**src/rtl/axi4_wr_responder.sv**
```systemverilog
// AXI4 INCR write responder: turns one AW/W burst into word writes on a flat memory port, then a B response.
// Latency: mem write registered one cycle after each W beat; B valid the cycle after the burst's final beat.
// Backpressure: one burst outstanding; AW/W/B ready follow IDLE/DATA/RESP, B held until bready. Option: AXI4_WR_RESPONDER_ERR_CNT_EN.
module axi4_wr_responder #(
    parameter int DSIZE  = 32,
    parameter int IDSIZE = 2,
    parameter int ASIZE  = 8,
    parameter int LSIZE  = 9,
    parameter int DEPTH  = 64
) (
    input  logic                     clock,
    input  logic                     rst_n,
    input  logic [IDSIZE-1:0]        axi_awid,
    input  logic [ASIZE-1:0]         axi_awaddr,
    input  logic [LSIZE-1:0]         axi_awlen,
    input  logic                     axi_awvalid,
    output logic                     axi_awready,
    input  logic [DSIZE-1:0]         axi_wdata,
    input  logic [DSIZE/8-1:0]       axi_wstrb,
    input  logic                     axi_wlast,
    input  logic                     axi_wvalid,
    output logic                     axi_wready,
    output logic [IDSIZE-1:0]        axi_bid,
    output logic [1:0]               axi_bresp,
    output logic                     axi_bvalid,
    input  logic                     axi_bready,
    output logic                     mem_wr_en,
    output logic [$clog2(DEPTH)-1:0] mem_addr,
    output logic [DSIZE-1:0]         mem_wdata,
    output logic [DSIZE/8-1:0]       mem_wstrb
`ifdef AXI4_WR_RESPONDER_ERR_CNT_EN
    ,
    output logic [15:0]              err_cnt
`endif
);

    localparam int BW  = DSIZE / 8;
    localparam int AW  = $clog2(DEPTH);
    localparam int OFS = $clog2(BW);
    // Pointer must hold any start word and the saturation value DEPTH itself.
    localparam int PW  = (ASIZE > AW + 1) ? ASIZE : AW + 1;

    typedef enum logic [1:0] {S_IDLE, S_DATA, S_RESP} state_t;

    state_t            state_q, state_d;
    logic [IDSIZE-1:0] id_q, id_d;
    logic [PW-1:0]     ptr_q, ptr_d;
    logic [LSIZE-1:0]  cnt_q, cnt_d;
    logic              dec_err_q, dec_err_d;
    logic              prot_err_q, prot_err_d;
    logic              wr_en_q, wr_en_d;
    logic [AW-1:0]     addr_q, addr_d;
    logic [DSIZE-1:0]  wdata_q, wdata_d;
    logic [BW-1:0]     wstrb_q, wstrb_d;

    logic in_range;
    logic w_hs;
    logic b_hs;

    assign axi_awready = (state_q == S_IDLE);
    assign axi_wready  = (state_q == S_DATA);
    assign axi_bvalid  = (state_q == S_RESP);
    assign axi_bid     = id_q;
    assign in_range    = (ptr_q < PW'(DEPTH));
    assign w_hs        = axi_wvalid && axi_wready;
    assign b_hs        = axi_bvalid && axi_bready;

    assign mem_wr_en   = wr_en_q;
    assign mem_addr    = addr_q;
    assign mem_wdata   = wdata_q;
    assign mem_wstrb   = wstrb_q;

    always_comb begin
        axi_bresp = 2'b00;
        if (state_q == S_RESP) begin
            if (dec_err_q)       axi_bresp = 2'b11;
            else if (prot_err_q) axi_bresp = 2'b10;
        end
    end

    always_comb begin
        state_d    = state_q;
        id_d       = id_q;
        ptr_d      = ptr_q;
        cnt_d      = cnt_q;
        dec_err_d  = dec_err_q;
        prot_err_d = prot_err_q;
        wr_en_d    = 1'b0;
        addr_d     = addr_q;
        wdata_d    = wdata_q;
        wstrb_d    = wstrb_q;
        case (state_q)
            S_IDLE: begin
                if (axi_awvalid) begin
                    id_d       = axi_awid;
                    ptr_d      = PW'(axi_awaddr >> OFS);
                    cnt_d      = axi_awlen;
                    dec_err_d  = 1'b0;
                    prot_err_d = 1'b0;
                    state_d    = S_DATA;
                end
            end
            S_DATA: begin
                if (w_hs) begin
                    if (in_range) begin
                        wr_en_d = 1'b1;
                        addr_d  = ptr_q[AW-1:0];
                        wdata_d = axi_wdata;
                        wstrb_d = axi_wstrb;
                        ptr_d   = ptr_q + 1'b1;
                    end else begin
                        dec_err_d = 1'b1;
                    end
                    // wlast must coincide exactly with the final counted beat.
                    if (axi_wlast != (cnt_q == '0)) prot_err_d = 1'b1;
                    if (cnt_q != '0) cnt_d = cnt_q - 1'b1;
                    if (axi_wlast || (cnt_q == '0)) state_d = S_RESP;
                end
            end
            S_RESP: begin
                if (axi_bready) state_d = S_IDLE;
            end
            default: state_d = S_IDLE;
        endcase
    end

    always_ff @(posedge clock or negedge rst_n) begin
        if (!rst_n) begin
            state_q    <= S_IDLE;
            id_q       <= '0;
            ptr_q      <= '0;
            cnt_q      <= '0;
            dec_err_q  <= 1'b0;
            prot_err_q <= 1'b0;
            wr_en_q    <= 1'b0;
            addr_q     <= '0;
            wdata_q    <= '0;
            wstrb_q    <= '0;
        end else begin
            state_q    <= state_d;
            id_q       <= id_d;
            ptr_q      <= ptr_d;
            cnt_q      <= cnt_d;
            dec_err_q  <= dec_err_d;
            prot_err_q <= prot_err_d;
            wr_en_q    <= wr_en_d;
            addr_q     <= addr_d;
            wdata_q    <= wdata_d;
            wstrb_q    <= wstrb_d;
        end
    end

`ifdef AXI4_WR_RESPONDER_ERR_CNT_EN
    logic [15:0] err_cnt_q, err_cnt_d;

    always_comb begin
        err_cnt_d = err_cnt_q;
        if (b_hs && (axi_bresp != 2'b00) && (err_cnt_q != 16'hFFFF))
            err_cnt_d = err_cnt_q + 16'd1;
    end

    always_ff @(posedge clock or negedge rst_n) begin
        if (!rst_n) err_cnt_q <= 16'd0;
        else        err_cnt_q <= err_cnt_d;
    end

    assign err_cnt = err_cnt_q;
`else
    // Without the error counter the B handshake has no extra consumer.
    logic unused_b_hs;
    assign unused_b_hs = b_hs;
`endif

endmodule

```
**config.mk**
```make
export PLATFORM = sky130hd
export DESIGN_NAME = axi4_wr_responder
export DESIGN_NICKNAME = d
export VERILOG_FILES = /design/src/rtl/axi4_wr_responder.sv
export SDC_FILE = /design/constraint.sdc
export NUM_CORES = 1
export LEC_CHECK = 0
export ABC_CLOCK_PERIOD_IN_PS = 4300
export CELL_PAD_IN_SITES_DETAIL_PLACEMENT = 1
export CELL_PAD_IN_SITES_GLOBAL_PLACEMENT = 1
export CORE_MARGIN = 1.5
export CORE_UTILIZATION = 38
export CTS_CLUSTER_DIAMETER = 150
export DETAILED_ROUTE_END_ITERATION = 10
export PLACE_DENSITY = 0.89
export SYNTH_ARGS = -nofsm -noshare
export SYNTH_HDL_FRONTEND = slang
export SYNTH_SLANG_ARGS = --single-unit
export TNS_END_PERCENT = 10
```
**constraint.sdc**
```tcl
create_clock -name clock -period 4.3 [get_ports clock]
set_input_delay 0.645 -clock clock [delete_from_list [all_inputs] [get_ports clock]]
set_output_delay 0.645 -clock clock [all_outputs]
set_load 0.01 [all_outputs]
```
==> metrics.txt, run 1 <==
# TYPE chip_impl_metric gauge
chip_impl_metric{name="max-vdd-ir-drop",unit="mV"} 0.2655
chip_impl_info{name="setup.worst_path.end_class",value="output pin"} 1
chip_impl_metric{name="io_buffers",unit=""} 108
chip_impl_metric{name="io-pin-count",unit=""} 111
chip_impl_metric{name="slew_violations",unit=""} 0
chip_impl_metric{name="drt_iter0_markers",unit=""} 66
chip_impl_metric{name="wl_per_cell",unit="um"} 17.64
chip_impl_metric{name="residual_overflow_from_global_routing",unit=""} 0
chip_impl_metric{name="antenna_found_initial",unit=""} 0
chip_impl_metric{name="cts-root-to-sink-buffers",unit=""} 2
chip_impl_metric{name="yosys.area_share.xor_xnor",unit="%"} 0
chip_impl_info{name="startpoint",value="state_q[0]"} 1
chip_impl_metric{name="route.final.wire_length",unit="um"} 8078
chip_impl_metric{name="clock_latency",unit="ns"} 0.34
chip_impl_info{name="rsz0062_at_grt",value="false"} 1
chip_impl_metric{name="synth_compound_gate_area_share",unit="%"} 9.182
chip_impl_metric{name="syn_area_per_cell",unit="um^2"} 12.84
chip_impl_metric{name="final_cells",unit=""} 458
chip_impl_metric{name="timing.critical_path.required",unit="ns"} 3.65
chip_impl_metric{name="htree_levels",unit=""} 3
chip_impl_metric{name="drt_pass1_iterations",unit=""} 4
chip_impl_metric{name="slew-limit-headroom",unit="%"} 36.13
chip_impl_metric{name="synthesized_area",unit="um^2"} 3107
chip_impl_metric{name="flip_flop_and_latch_count_after_synthesis",unit=""} 66
chip_impl_metric{name="place_ws",unit="ns"} 1.425
chip_impl_metric{name="worst-endpoint-arrival",unit="ns"} 2.38
chip_impl_metric{name="insertedDiodeCount",unit=""} 0
chip_impl_metric{name="power_density",unit="nW/um^2"} 738.2
chip_impl_info{name="clk_root_buffer_cell",value="clkbuf_8"} 1
chip_impl_metric{name="count_of_antenna_violating_nets_left_after_detailed_routing",unit=""} 0
chip_impl_metric{name="synth_fp_nets",unit=""} 306
chip_impl_metric{name="met1Wirelength",unit="um"} 3475
chip_impl_metric{name="start_util",unit="%"} 39.79
chip_impl_metric{name="cts.reportedPaths.clkPinSlew",unit="ns"} 0.07
chip_impl_metric{name="clock_skew",unit="ns"} 0.007600
chip_impl_info{name="netlist.top_cell.by_area",value="dfrtp_1"} 1
chip_impl_metric{name="synthDominantCellAreaShare",unit="%"} 53.16
chip_impl_info{name="hold_path.class",value="in -> async"} 1
chip_impl_metric{name="post-cts-setup-buffers",unit=""} 0
chip_impl_metric{name="synth_cells",unit=""} 242
chip_impl_metric{name="post-route-drc-count",unit=""} 0
chip_impl_metric{name="globalplace.congestion",unit=""} 0.7967
chip_impl_metric{name="timing_hold_violations_final",unit=""} 0
chip_impl_info{name="setup.worst_path.class",value="reg -> out"} 1
chip_impl_metric{name="coreArea",unit="um^2"} 7807
chip_impl_metric{name="sink_count_of_the_clock_tree",unit=""} 66
chip_impl_metric{name="met2WireLength",unit="um"} 4030
chip_impl_metric{name="clock.fmax",unit="MHz"} 331.0
chip_impl_metric{name="finalWorstPathRequiredPeriod",unit="ns"} 3.021
chip_impl_info{name="dominant_combinational_cell_family_by_area_after_synthesis",value="multiplexers"} 1
chip_impl_metric{name="drive_gt1_share",unit="%"} 18.82
chip_impl_metric{name="placed_cells",unit=""} 442
chip_impl_metric{name="synthSimpleGateAreaFrac",unit="%"} 11.60
chip_impl_info{name="synth.top_cells.by_area",value="dfrtp_1 53%, mux2_4 19%, nand2_1 2.4%, nor2_1 2.2%, buf_6 1.8%"} 1
chip_impl_metric{name="via_count_of_the_first_global_routing_pass",unit=""} 2472
chip_impl_metric{name="met3_wirelength",unit="um"} 492
chip_impl_metric{name="synth-seq-area-share",unit="%"} 53.16
chip_impl_metric{name="global_route.usage.total",unit="%"} 19.95
chip_impl_metric{name="max_capacitance_violation_total",unit=""} 0
chip_impl_info{name="highest_count_cells_in_the_layout_ignoring_fill_and_taps",value="107 x clkdlybuf4s50_1, 66 x dfrtp_1, 39 x mux2_4, 20 x nand2_1, 18 x nor2_1"} 1
chip_impl_metric{name="detailroute.via_count",unit=""} 2317
chip_impl_metric{name="synth_fa_ha_area_share",unit="%"} 1.208
chip_impl_metric{name="dpl.hpwl",unit="um"} 5853
chip_impl_info{name="reg2reg_from",value="state_q[0]"} 1
chip_impl_info{name="top_signal_layer_used",value="met4"} 1
chip_impl_info{name="cp-start-kind",value="flip-flop"} 1
chip_impl_info{name="tritoncts",value="done"} 1
chip_impl_metric{name="placementRows",unit=""} 32
chip_impl_metric{name="die-width",unit="um"} 93.42
chip_impl_metric{name="portion_of_netlist_area_occupied_by_mux_cells",unit="%"} 20.90
chip_impl_metric{name="timing_worst_slew_pin_value",unit="ns"} 0.9580
chip_impl_metric{name="postCtsResizedCells",unit=""} 0
chip_impl_metric{name="fillerInstances",unit=""} 788
chip_impl_metric{name="final_nets",unit=""} 415
chip_impl_metric{name="pin_count_of_the_biggest_net_entering_global_routing",unit=""} 45
chip_impl_metric{name="postCtsHoldBufs",unit=""} 0
chip_impl_metric{name="global_route_wire_length_before_repair",unit="um"} 13140
chip_impl_metric{name="setup_viol",unit=""} 0
chip_impl_metric{name="areaGrowthSynthToFinish",unit="%"} 43.13
chip_impl_metric{name="synth.distinct_cells",unit=""} 41
chip_impl_metric{name="final.period_utilization",unit="%"} 70.25
chip_impl_metric{name="die_area",unit="um^2"} 8727
chip_impl_info{name="status",value="finished, final reports clean"} 1
chip_impl_metric{name="yosys_warnings",unit=""} 0
chip_impl_metric{name="total_leakage_power",unit="nW"} 2.006
chip_impl_metric{name="avgViaCountPerCell",unit=""} 5.059
chip_impl_info{name="mostFrequentLayoutCell",value="clkdlybuf4s50_1"} 1
chip_impl_metric{name="numCtsBuffers",unit=""} 9
chip_impl_metric{name="totalNegativeSetupSlack",unit="ns"} 0
chip_impl_metric{name="crit_fanout",unit=""} 25
chip_impl_metric{name="die_y",unit="um"} 93.42
chip_impl_metric{name="timing.final.ws_setup",unit="ns"} 1.279
-- metrics by stage --
| stage | instance area [um^2] | hold slack, ns | util, % | total power (W) |
|---|---|---|---|---|
| 2_1_floorplan | 3107 | 0.3494 | - | 0.002039 |
| 3_3_place_gp | 4228 | 0.4738 | 54.15 | 0.002637 |
| 3_5_place_dp | 4228 | 0.4788 | 54.15 | 0.002727 |
| 4_1_cts | 4447 | 0.4831 | 56.96 | 0.003326 |
| 5_1_grt | 4447 | 0.5108 | 56.96 | 0.003512 |
| 6_report | 4447 | 0.4480 | 56.96 | 0.003282 |
-- worst max-delay path, cell delays in order (launching register included) --
cell and delay, ns:
dfrtp_1 0.55, nand2b_1 0.48, inv_4 0.40, clkdlybuf4s50_1 0.60
-- cells in the mapped netlist (all sizes together) --
cell type,number
or3b,1
a21oi,9
nand2,20
o21ai,4
a31oi,7
nand3,6
nor4,1
o211ai,1
clkbuf,1
a31o,2
mux2i,3
o2bb2ai,3
o21a,2
nand4b,1
dfrtp,66
and2,2
o22ai,4
and3,4
nor2,18
nand2b,6
buf,10
inv,8
ha,3
a41oi,2
a311oi,1
or3,1
nor3,4
a22o,1
a21boi,2
nor4b,1
nand3b,1
or4,1
a2bb2oi,3
o32ai,1
mux2,42
-- logic make-up after synthesis --
family	Yosys count
flops	66
compound gates	42
fa+ha+maj	3
mux	45
simple gates	67
buf+inv	19
-- final timing paths --
path,end,slack [ns],cells past startpoint
min in group clock,axi_bid[1],0.50,2
max reg2reg,mem_wdata[18],1.47,4
max in group asynchronous,prot_err_q,2.96,2
min,ptr_q[0],0.45,1
min reg2reg,axi_bid[1],0.50,2
max,axi_wready,1.28,3
-- state kept, by name, indices dropped and copies added, names as in the netlist --
signal and flops:
mem_wstrb 4, mem_wr_en 1, cnt_q 9, prot_err_q 1, axi_bid 2, dec_err_q 1, state_q 2, mem_wdata 32
mem_addr 6, ptr_q 8
-- report_power, final --
group / internal [W] / switching [W]
Sequential: 0.000926 / 0.000233
Combinational: 0.000932 / 0.000610
Clock: 0.000340 / 0.000241
Total: 0.00220 / 0.00108
-- cell type report --
| cell class | count | area [um^2] | area share, % |
|---|---|---|---|
| clock inverters | 5 | 77.57 | 1.745 |
| multi-input cells | 157 | 1333 | 29.97 |
| inverters | 8 | 32.53 | 0.7316 |
| repair buffers | 109 | 1084 | 24.37 |
| clock buffers | 11 | 141.4 | 3.180 |
| flip-flops and latches | 66 | 1652 | 37.14 |
| well taps | 102 | 127.6 | 2.870 |
-- routing by layer --
metal | vias up | global-route usage [%]
met5 | - | 0
met4 | 0 | 7.955
met3 | 8 | 5.203
met2 | 88 | 32.97
met1 | 1134 | 24.73
li1 | 1087 | -
Note: power is estimated with default switching activity, not from simulation.
==> inputs of run 2 (changes only) <==
ABC_CLOCK_PERIOD_IN_PS = 2400   (was 4300)
CORE_UTILIZATION = 31   (was 38)
PLACE_DENSITY = 0.78   (was 0.89)
clock period = 2.4 ns   (was 4.3 ns; I/O delays follow)
==> run 2 against run 1 <==
Routed wire length decreased by 1.6%. Critical endpoint unchanged. Critical path depth unchanged. Via count increased by 2.1%. Hold slack improved by 0.048 ns. Sequential power increased by 78%. Sequential share of layout area decreased by 1.4 points. Core utilization decreased by 9.4 points.
==> metrics.txt, run 2 (synthesized netlist as in run 1, its figures left out) <==
# TYPE chip_impl_metric gauge
chip_impl_info{name="status",value="finished, final reports clean"} 1
chip_impl_metric{name="post-route-drc-count",unit=""} 0
chip_impl_metric{name="final.period_utilization",unit="%"} 93.80
chip_impl_metric{name="max-vdd-ir-drop",unit="mV"} 0.4051
chip_impl_metric{name="drt_pass1_iterations",unit=""} 4
chip_impl_metric{name="post-route-util",unit="%"} 47.54
chip_impl_metric{name="avgViaCountPerCell",unit=""} 4.749
chip_impl_info{name="highest_count_cells_in_the_layout_ignoring_fill_and_taps",value="107 x clkdlybuf4s50_1, 66 x dfrtp_1, 39 x mux2_4, 20 x nand2_1, 18 x nor2_1"} 1
chip_impl_metric{name="largest_reg_flops",unit=""} 32
chip_impl_info{name="setup.worst_path.class",value="reg -> out"} 1
chip_impl_metric{name="clock_latency",unit="ns"} 0.35
chip_impl_metric{name="placementRows",unit=""} 36
chip_impl_metric{name="worst-endpoint-arrival",unit="ns"} 1.89
chip_impl_metric{name="slew_violations",unit=""} 0
chip_impl_metric{name="numCtsBuffers",unit=""} 9
chip_impl_metric{name="insertedDiodeCount",unit=""} 0
chip_impl_metric{name="detailroute.via_count",unit=""} 2365
chip_impl_metric{name="internal_power",unit="W"} 0.004178
chip_impl_metric{name="postLayoutCellArea",unit="um^2"} 4626
chip_impl_metric{name="placed_cells",unit=""} 481
chip_impl_metric{name="final_cells",unit=""} 498
chip_impl_metric{name="timing_worst_slew_pin_value",unit="ns"} 0.5311
chip_impl_metric{name="power_density",unit="nW/um^2"} 1325
chip_impl_info{name="rsz0062_at_grt",value="false"} 1
chip_impl_metric{name="postCtsResizedCells",unit=""} 0
chip_impl_metric{name="switching_part_of_the_total_power",unit="%"} 31.83
chip_impl_metric{name="count_of_antenna_violating_nets_left_after_detailed_routing",unit=""} 0
chip_impl_metric{name="final_nets",unit=""} 424
chip_impl_metric{name="drive_gt1_share",unit="%"} 20.55
chip_impl_metric{name="htree_levels",unit=""} 3
chip_impl_info{name="mostFrequentLayoutCell",value="clkdlybuf4s50_1"} 1
chip_impl_metric{name="residual_overflow_from_global_routing",unit=""} 0
chip_impl_metric{name="timing.critical_path.required",unit="ns"} 2.04
chip_impl_metric{name="crit_fanout",unit=""} 25
chip_impl_metric{name="areaGrowthSynthToFinish",unit="%"} 48.89
chip_impl_metric{name="post-cts-setup-buffers",unit=""} 0
chip_impl_metric{name="clock_skew",unit="ns"} 0.01340
chip_impl_metric{name="postCtsHoldBufs",unit=""} 1
chip_impl_metric{name="die-width",unit="um"} 103.1
chip_impl_metric{name="via_count_of_the_first_global_routing_pass",unit=""} 2523
chip_impl_metric{name="globalplace.congestion",unit=""} 0.8115
chip_impl_info{name="clk_root_buffer_cell",value="clkbuf_8"} 1
chip_impl_info{name="worst_hold_startpoint",value="axi_bid[0]"} 1
chip_impl_info{name="setup.worst_path.end_class",value="output pin"} 1
chip_impl_metric{name="coreArea",unit="um^2"} 9729
chip_impl_metric{name="wl_per_cell",unit="um"} 15.95
chip_impl_metric{name="global_route_wire_length_before_repair",unit="um"} 12650
chip_impl_metric{name="die_y",unit="um"} 103.1
chip_impl_info{name="reg2reg_from",value="cnt_q[0]"} 1
chip_impl_metric{name="fillerInstances",unit=""} 1074
chip_impl_metric{name="io_buffers",unit=""} 108
chip_impl_metric{name="route.final.wire_length",unit="um"} 7945
chip_impl_metric{name="power.share.combinational",unit="%"} 45.8
chip_impl_metric{name="dpl.hpwl",unit="um"} 5826
chip_impl_metric{name="antenna_found_initial",unit=""} 0
chip_impl_metric{name="sink_count_of_the_clock_tree",unit=""} 66
chip_impl_metric{name="die_area",unit="um^2"} 10630
chip_impl_metric{name="totalNegativeSetupSlack",unit="ns"} 0
chip_impl_metric{name="io-pin-count",unit=""} 111
chip_impl_metric{name="timing_hold_violations_final",unit=""} 0
chip_impl_metric{name="slew-limit-headroom",unit="%"} 64.59
chip_impl_metric{name="cts-root-to-sink-buffers",unit=""} 2
chip_impl_metric{name="power.clock.fraction",unit="%"} 20.4
chip_impl_info{name="hold_path.class",value="reg -> reg"} 1
chip_impl_metric{name="pwr-share-seq",unit="%"} 33.8
chip_impl_metric{name="power.net_switching",unit="W"} 0.001951
chip_impl_info{name="startpoint",value="state_q[0]"} 1
chip_impl_metric{name="pin_count_of_the_biggest_net_entering_global_routing",unit=""} 28
chip_impl_metric{name="detailed_place.area",unit="um^2"} 4352
chip_impl_metric{name="finalWorstPathRequiredPeriod",unit="ns"} 2.251
chip_impl_metric{name="total_leakage_power",unit="nW"} 2.078
chip_impl_metric{name="start_util",unit="%"} 31.93
chip_impl_info{name="cp-start-kind",value="flip-flop"} 1
chip_impl_metric{name="setup_viol",unit=""} 0
chip_impl_metric{name="clock.fmax",unit="MHz"} 444.2
chip_impl_metric{name="global_route.usage.total",unit="%"} 15.72
chip_impl_metric{name="cts.reportedPaths.clkPinSlew",unit="ns"} 0.07
chip_impl_info{name="tritoncts",value="done"} 1
chip_impl_metric{name="max_capacitance_violation_total",unit=""} 0
chip_impl_metric{name="drt_iter0_markers",unit=""} 53
## run 2: cell type report
class | instances | area [um^2] | share of cell area (%)
Clock buffer | 10 | 127.6 | 2.759
Clock inverter | 6 | 136.4 | 2.948
Inverter | 8 | 32.53 | 0.7033
Multi-Input combinational cell | 157 | 1333 | 28.81
Sequential cell | 66 | 1652 | 35.70
Tap cell | 133 | 166.4 | 3.598
Timing Repair Buffer | 118 | 1179 | 25.48
## run 2: critical path, stage by stage (launching register included)
cell             delay, ns
dfrtp_1               0.54
nand2b_1              0.16
inv_4                 0.25
clkdlybuf4s50_1       0.60
## run 2: routing by layer
metal / wire (um) / up-vias / share of wire, % / track usage [%]
met3: 468 / 12 / 5.9 / 5.017
met5: 0 / - / 0 / 0
li1: - / 1099 / - / -
met2: 3987 / 65 / 50 / 26.11
met4: 123 / 0 / 1.5 / 5.717
met1: 3365 / 1189 / 42 / 19.18
## run 2: stage by stage
stage / setup WS (ns) / power [W] / hold slack [ns]
3_5_place_dp: 0.3993 / 0.004929 / 0.3671
2_1_floorplan: 0.6884 / 0.003653 / 0.06441
6_report: 0.1487 / 0.006128 / 0.4960
4_1_cts: 0.1205 / 0.006222 / 0.5018
3_3_place_gp: 0.4643 / 0.004809 / 0.3658
5_1_grt: 0.06390 / 0.006536 / 0.5252
## run 2: worst paths after layout
| path | to | slack (ns) | depth (start not counted) |
|---|---|---|---|
| setup / recovery | axi_wready | 0.15 | 3 |
| hold / removal | axi_bid[0] | 0.50 | 2 |
| setup reg to reg | prot_err_q | 0.53 | 8 |
| hold reg to reg | axi_bid[0] | 0.50 | 2 |
| max in group asynchronous | mem_wdata[5] | 1.10 | 3 |
| min in group asynchronous | mem_wstrb[0] | 0.53 | 2 |
## run 2: power by group through the flow
stage	logic (W)	registers (W)	clock network [W]
after floorplan	0.00147	0.00218	0
after global placement	0.00275	0.00205	0
after detailed placement	0.00284	0.00209	0
after CTS	0.00285	0.00208	0.00129
after global routing	0.00304	0.00215	0.00134
final	0.00281	0.00207	0.00125
